==> src/rtl/ram_ctrl_pkg.sv <==
// Shared types and default sizes for the single-port RAM burst controller.
package ram_ctrl_pkg;

  localparam int RAM_WIDTH   = 8;
  localparam int RAM_ADDR    = 6;
  localparam int BURST_LEN_W = 4;

  typedef enum logic [2:0] {
    IDLE     = 3'd0,
    WR       = 3'd1,
    RD_ISSUE = 3'd2,
    RD_CAPT  = 3'd3,
    RD_RESP  = 3'd4
  } state_t;

endpackage

==> src/rtl/ram_burst_cnt.sv <==
// Burst address / remaining-beat counter used by the RAM burst master.
module ram_burst_cnt #(
  parameter int ADDR  = 6,
  parameter int LEN_W = 4
) (
  input  logic             clk,
  input  logic             rst_n,
  input  logic             load,
  input  logic             step,
  input  logic             wrap,
  input  logic [ADDR-1:0]  load_addr,
  input  logic [LEN_W-1:0] load_len,
  output logic [ADDR-1:0]  cur_addr,
  output logic             last
);

  logic [LEN_W-1:0] beats_left;

  assign last = (beats_left == '0);

  // Load a new burst, or advance one beat; the beat count saturates at zero
  // and the address either wraps modulo depth or parks at the top address.
  always_ff @(posedge clk or negedge rst_n) begin
    if (!rst_n) begin
      cur_addr   <= '0;
      beats_left <= '0;
    end else if (load) begin
      cur_addr   <= load_addr;
      beats_left <= load_len;
    end else if (step) begin
      if (wrap || (cur_addr != '1)) begin
        cur_addr <= cur_addr + 1'b1;
      end
      if (beats_left != '0) begin
        beats_left <= beats_left - 1'b1;
      end
    end
  end

endmodule

==> src/rtl/ram_burst_master.sv <==
// Burst command front end for the single-port synchronous RAM: owns the
// write-enable, address and data pins and returns read beats with backpressure.
module ram_burst_master
  import ram_ctrl_pkg::*;
#(
  parameter int WIDTH = RAM_WIDTH,
  parameter int ADDR  = RAM_ADDR,
  parameter int LEN_W = BURST_LEN_W
) (
  input  logic             clk,
  input  logic             rst_n,
  input  logic             cmd_valid,
  output logic             cmd_ready,
  input  logic             cmd_wr,
  input  logic [ADDR-1:0]  cmd_addr,
  input  logic [LEN_W-1:0] cmd_len,
  input  logic             wd_valid,
  output logic             wd_ready,
  input  logic [WIDTH-1:0] wd_data,
  output logic             rd_valid,
  input  logic             rd_ready,
  output logic [WIDTH-1:0] rd_data,
  output logic             rd_last,
  output logic             done,
  output logic [WIDTH-1:0] ram_data,
  output logic [ADDR-1:0]  ram_addr,
  output logic             ram_wnr,
  input  logic [WIDTH-1:0] ram_q
);

  state_t          state;
  logic            cnt_load;
  logic            cnt_step;
  logic            cnt_last;
  logic [ADDR-1:0] cur_addr;
  logic            wr_beat;
  logic            rd_hs;

  // The write strobe comes straight from the state register, so an
  // asynchronous reset drops it in the same instant.
  assign wr_beat   = (state == WR) && wd_valid;
  assign rd_hs     = (state == RD_RESP) && rd_ready;
  assign cnt_load  = (state == IDLE) && cmd_valid;
  assign cnt_step  = wr_beat || (rd_hs && !cnt_last);

  assign cmd_ready = (state == IDLE);
  assign wd_ready  = (state == WR);
  assign ram_wnr   = wr_beat;
  assign ram_addr  = cur_addr;
  assign ram_data  = (state == WR) ? wd_data : '0;

  ram_burst_cnt #(
    .ADDR  (ADDR),
    .LEN_W (LEN_W)
  ) u_cnt (
    .clk       (clk),
    .rst_n     (rst_n),
    .load      (cnt_load),
    .step      (cnt_step),
    .wrap      (1'b1),
    .load_addr (cmd_addr),
    .load_len  (cmd_len),
    .cur_addr  (cur_addr),
    .last      (cnt_last)
  );

  // Burst sequencing plus the registered read-response and done pulse.
  always_ff @(posedge clk or negedge rst_n) begin
    if (!rst_n) begin
      state    <= IDLE;
      rd_valid <= 1'b0;
      rd_last  <= 1'b0;
      rd_data  <= '0;
      done     <= 1'b0;
    end else begin
      done <= 1'b0;
      case (state)
        IDLE: begin
          if (cmd_valid) begin
            state <= cmd_wr ? WR : RD_ISSUE;
          end
        end
        WR: begin
          if (wd_valid && cnt_last) begin
            state <= IDLE;
            done  <= 1'b1;
          end
        end
        RD_ISSUE: begin
          state <= RD_CAPT;
        end
        RD_CAPT: begin
          rd_data  <= ram_q;
          rd_valid <= 1'b1;
          rd_last  <= cnt_last;
          state    <= RD_RESP;
        end
        RD_RESP: begin
          if (rd_ready) begin
            rd_valid <= 1'b0;
            rd_last  <= 1'b0;
            if (cnt_last) begin
              state <= IDLE;
              done  <= 1'b1;
            end else begin
              state <= RD_ISSUE;
            end
          end
        end
        default: begin
          state <= IDLE;
        end
      endcase
    end
  end

endmodule
==> config.mk <==
export PLATFORM = sky130hd
export DESIGN_NAME = ram_burst_master
export DESIGN_NICKNAME = d
export VERILOG_FILES = /design/src/rtl/ram_ctrl_pkg.sv /design/src/rtl/ram_burst_cnt.sv /design/src/rtl/ram_burst_master.sv
export SDC_FILE = /design/constraint.sdc
export NUM_CORES = 1
export LEC_CHECK = 0
export BUFFER_PORTS_ARGS = -buffer_cell sky130_fd_sc_hd__buf_2
export CAP_MARGIN = 20
export CORE_MARGIN = 2
export CORE_UTILIZATION = 46
export DETAILED_ROUTE_END_ITERATION = 8
export HOLD_SLACK_MARGIN = 0.02
export PLACE_DENSITY = 0.78
export SKIP_LAST_GASP = 1
export SYNTH_ARGS = -nofsm -noshare
export SYNTH_HDL_FRONTEND = slang
export SYNTH_SLANG_ARGS = --single-unit
==> constraint.sdc <==
create_clock -name clk -period 2 [get_ports clk]
set_input_delay 0.2 -clock clk [delete_from_list [all_inputs] [get_ports clk]]
set_output_delay 0.2 -clock clk [all_outputs]
set_load 0.05 [all_outputs]
==> results of run 1 <==
==> timing repair <==
action,in CTS,in global routing
hold endpoints to repair,24,0
gates resized for setup,0,3
hold buffers,1,0
endpoints found under the setup margin,0,13
setup buffers,0,1
==> final timing paths <==
check	start	end	slack, ns	depth (start not counted)
max	u_cnt.beats_left[0]	u_cnt.cur_addr[4]	0.09	6
min reg2reg	rd_data[2]	rd_data[2]	0.53	1
min in group asynchronous	rst_n	u_cnt.beats_left[2]	0.37	2
max in group asynchronous	rst_n	state[0]	1.25	2
max reg2reg	u_cnt.beats_left[0]	u_cnt.cur_addr[4]	0.09	6
min	cmd_addr[0]	u_cnt.cur_addr[0]	0.09	3
==> cells by family after synthesis <==
kind of cell | share of synthesized area
AO/OA/AOI/OAI | 0.120
XOR/XNOR | 0.0198
adder cells (fa/ha/maj) | 0.0283
buffers and inverters | 0.0508
flip-flops | 0.452
multiplexers | 0.106
AND/OR/NAND/NOR | 0.223
==> state kept, by name, indices dropped and copies added (netlist names) <==
signal and count:
state 3, rd_last 1, rd_data 8, rd_valid 1, u_cnt.beats_left 4, u_cnt.cur_addr 6
done 1
==> metrics by stage <==
stage	instance area, µm²	hold slack, ns
after global routing	1710	0.0846
after CTS	1690	0.0826
final	1710	0.0856
after global placement	1630	0.202
after detailed placement	1630	0.204
after floorplan	1330	-0.0956
==> critical path: cells and delay by family, from the launching register on <==
family,cells,cell delay (ns)
adder cells (fa/ha/maj),1,0.18
AND/OR/NAND/NOR,2,0.51
AO/OA/AOI/OAI,2,0.60
buffers and inverters,1,0.12
flip-flops,1,0.40
==> routing by layer <==
layer,vias to the layer above,global-route usage,share of wire
met2,47,0.360,0.53
li1,590,-,-
met3,4,0.0290,0.055
met5,-,0,0
met1,580,0.246,0.41
met4,0,0.0465,0.0071
==> synthesized netlist by cell type, types with 3 or more instances <==
library cell | n | area share
a21oi_1 | 9 | 0.034
and3_1 | 9 | 0.042
buf_2 | 3 | 0.011
clkbuf_1 | 3 | 0.0085
dfrtp_1 | 24 | 0.45
ha_1 | 3 | 0.028
inv_1 | 3 | 0.0085
mux2_2 | 9 | 0.076
mux2i_1 | 4 | 0.030
nand2_1 | 11 | 0.031
nand3_1 | 3 | 0.011
nor2_1 | 12 | 0.034
nor3_1 | 4 | 0.015
o211ai_1 | 3 | 0.017
o21ai_0 | 5 | 0.019
==> layout make-up <==
cell class	instances	area, µm²	share of cell area
clock buffers	3	22.5	0.0132
clock inverters	1	30.0	0.0176
inverters	3	11.3	0.00660
multi-input cells	96	666	0.390
flip-flops and latches	24	602	0.353
well taps	31	38.8	0.0227
repair buffers	64	335	0.197
==> reports/results.ini, run 1 <==
[critical_path]
path_cells=inv_1 > ha_1 > or3b_4 > a21oi_4 > nor3_1 > a311o_1
max_stage_delay_ns=0.42
cp-end-kind=register
cp-start-kind=register
worstPathMaxFanout=8
worstSetupPathType=register to register
critical_path_required_ns=2.22
cpMaxStageDelayCell=or3b_4
cp_data_arrival_time_ns=2.13

[yosys]
syn-num-nets=167
synth_warnings=0
yosysSeqAreaShare=0.452
ys.flop_type=dfrtp_1
yosys.cell_types.count=37
async_reset_ff_frac=1.00
synthCells=132
synth-edff-count=0
synth_area_mm2=0.00133
ys_ff_latch=24
avgSynthCellArea_um2=10.1

[clock_network]
ctsLongestPathBuffers=2
path_clk_slew_ns=0.13
htreeDepth=1
cts-root-buf=clkbuf_4
clock_latency_ns=0.31
tritoncts=done
clock-sinks=24
cts_buffers=3

[floorplanning]
rows=19
dieArea_mm2=0.00333
die_w_um=57.7
chipHeight_um=57.7
ios=60
core-area_mm2=0.00276
initial_core_util=0.482

[cells_and_area]
final_layout_size_suffix_gt1_frac=0.440
fin_cells=222
n_fill_cell=234
antenna_cells=0
layout.nets=227
areaGrowthSynthToFinish_pct=28.3
layout_common_cells=buf_2, dfrtp_1, nor2_1
utilization=0.618
layout_commonest_cell=buf_2

[route]
drc=0
dr.pass1.iters=4
routed_wl_mm=3.26
vias_per_cell=5.50
dr.first_iter.drc_count=56
detail_route.wl_per_cell_um=14.7
drtAntennaViolNets=0
vias=1221

[global_routing]
overflow=0
grt_pass1_wl_mm=5.11
grt_max_degree=25
antenna_found_initial=0
track_usage=0.198
grt_pass1_vias=1161

[timing]
tns_ns=0
tightest_slew_ns=0.527
finalCritPeriodShare=0.955
slew_headroom=0.648
hold_viol_final=0
fin_ws_ns=0.0894
fin_skew_ns=0.00104
max_freq_mhz=523
report.final.setup_viol=0
layout_min_cycle_time_ns=1.91
slew_violations=0
rsz0062_at_grt=true

[placement]
placed_cells=216
gp_congestion=0.815
dp_hpwl_mm=2.37
portBuffers=59
place_ws_ns=0.0628

[min_path]
hp-class=input port to register

[job]
maxCapViolCount=0

[status]
status=completed

Power of run 1 is not shown: default switching activity piles up to over one toggle a cycle in this logic, so the estimate is an artifact.
==> run 2, diff against run 1 <==
--- a/config.mk
+++ b/config.mk
@@ -8,10 +8,10 @@
 export BUFFER_PORTS_ARGS = -buffer_cell sky130_fd_sc_hd__buf_2
 export CAP_MARGIN = 20
 export CORE_MARGIN = 2
-export CORE_UTILIZATION = 46
+export CORE_UTILIZATION = 42
 export DETAILED_ROUTE_END_ITERATION = 8
 export HOLD_SLACK_MARGIN = 0.02
-export PLACE_DENSITY = 0.78
+export PLACE_DENSITY = 0.76
 export SKIP_LAST_GASP = 1
 export SYNTH_ARGS = -nofsm -noshare
 export SYNTH_HDL_FRONTEND = slang
==> constraint.sdc (replaced) <==
create_clock -name clk -period 1.5 [get_ports clk]
set_input_delay 0.15 -clock clk [delete_from_list [all_inputs] [get_ports clk]]
set_output_delay 0.15 -clock clk [all_outputs]
set_load 0.05 [all_outputs]
==> run 2 against run 1 <==
Net effect:
- the flow now finishes with violations (setup timing)
- setup slack lost 0.47 ns
- routed wire length grew 39%
- clock skew grew 0.0075 ns
- sequential cell count is the same
- final cell count grew 22%
- global-route usage grew 4.0 points
- cell area grew 35%
- via count grew 19%
- hold slack lost 0.071 ns
- die area grew 8.8%
- critical path depth grew 2
- clock-buffer cell count is the same
- critical path type unchanged
- largest cell class unchanged
==> reports/results.ini, run 2 (synthesis gave the netlist of run 1 again) <==
[cells_and_area]
layout_commonest_cell=buf_2
final_layout_size_suffix_gt1_frac=0.626
areaGrowthSynthToFinish_pct=73.0
top_regs=rd_data x8, u_cnt.cur_addr x6, u_cnt.beats_left x4
largest_register=rd_data
utilization=0.759
layout_common_cells=buf_2, dfrtp_1, buf_4
largest_reg_flops=8
layout.nets=263
antenna_cells=0

[timing]
layout_min_cycle_time_ns=1.88
report.final.setup_viol=21
hold_viol_final=0
tightest_slew_ns=0.554
fin_skew_ns=0.00858
finalCritPeriodShare=1.25
slew_headroom=0.630
tns_ns=-4.21
max_freq_mhz=531
slew_violations=0
fin_ws_ns=-0.382
rsz0062_at_grt=true

[clock_network]
cts_buffers=3
tritoncts=done
ctsLongestPathBuffers=2
htreeDepth=1
path_clk_slew_ns=0.15
clock_latency_ns=0.33
cts-root-buf=clkbuf_4
clock-sinks=24

[placement]
gp_congestion=0.805
dp_hpwl_mm=2.57
portBuffers=59

[floorplanning]
ios=60
rows=20
chipHeight_um=60.2
initial_core_util=0.439
die_w_um=60.2
core-area_mm2=0.00303
dieArea_mm2=0.00363

[min_path]
hp-class=input port to register
min_to=u_cnt.cur_addr[0]
worstHoldStart=cmd_addr[0]
whs_path_depth=3

[route]
detail_route.wl_per_cell_um=16.7
vias_per_cell=5.34
dr.pass1.iters=4
vias=1448
routed_wl_mm=4.53
drtAntennaViolNets=0
drc=0
dr.first_iter.drc_count=20

[global_routing]
grt_pass1_wl_mm=6.26
grt_max_degree=25
grt_pass1_vias=1365
track_usage=0.237
antenna_found_initial=0
overflow=0

[critical_path]
worstPathMaxFanout=4
ff2ff_path_depth=8
critical_path_required_ns=1.73
timing.rr.end=u_cnt.beats_left[1]
rrSetupSlack_ns=-0.38
cp-start-kind=register
worstSetupPathType=register to register
cp_data_arrival_time_ns=2.12
startpoint=u_cnt.beats_left[1]
r2r_start=u_cnt.beats_left[1]
cp-end-kind=register

[status]
status=complete, but fails checks
violations=setup timing

[job]
maxCapViolCount=0

[pwr]
powerDensity_mw_per_mm2=2780
fin_total_pwr_mw=6.38
peakVddDrop_mv=1.37
leakage_nw=1.09

[run 2: cell count changes in the layout (fill, tap and decap cells not counted), sizes merged]
cell         before  now
buf              63   96
clkinvlp          0    2
dlygate4sd3       1    3
inv               3    2
[run 2: area by class of cell]
cell class,count,area [µm²]
Clock buffer,3,22.5
Sequential cell,24,601
Fill cell,195,729
Multi-Input combinational cell,96,810
Timing Repair Buffer,99,758
Tap cell,44,55.1
Clock inverter,1,30.0
Inverter,3,15.0
Timing Repair inverter,1,7.51
[run 2: worst max path at each step]
stage,to,depth (start not counted)
detailed placement,u_cnt.cur_addr[2],6
global placement,u_cnt.cur_addr[2],6
CTS,u_cnt.cur_addr[0],7
floorplan,u_cnt.cur_addr[2],7
finish,u_cnt.beats_left[1],8
global route,u_cnt.beats_left[1],8
[run 2: what timing repair did]
action / in CTS / in global routing
cloned: 2 / 0
pin swaps: 16 / 14
buffers inserted: 13 / 8
hold buffers: 3 / 0
endpoints found under the setup margin: 29 / 31
resized for setup: 63 / 20
hold endpoints to repair: 26 / 0
[run 2: critical path, stage by stage, from the launching register on]
cell,delay (ns)
dfrtp_1,0.44
inv_2,0.10
ha_4,0.13
or3b_4,0.40
buf_4,0.15
buf_6,0.12
o21ai_4,0.09
nor2_1,0.10
a211o_1,0.25
[run 2: per-layer routing]
metal,part of all wire,global-route usage,vias to the layer above
met1,0.38,0.279,707
met5,0,0,-
li1,-,-,664
met3,0.049,0.0238,11
met2,0.54,0.452,66
met4,0.027,0.0635,0
[run 2: power by group]
part	leakage [nW]	internal (mW)	switching [mW]
sequential	0.284	0.945	0.246
combinational	0.782	2.08	2.63
clock	0.0279	0.270	0.217
total	1.09	3.29	3.09
[run 2: through the flow]
step                hold slack [ns]  cell area [µm²]  std cells  setup WS [ns]
floorplan                    -0.146             1350        132         -0.257
global placement              0.155             1760        242         -0.236
detailed placement            0.169             1760        242         -0.337
CTS                          0.0207             2170        264         -0.255
global route                 0.0339             2300        271         -0.415
finish                       0.0148             2300        271         -0.382
Note: power is estimated with default switching activity, not from simulation.
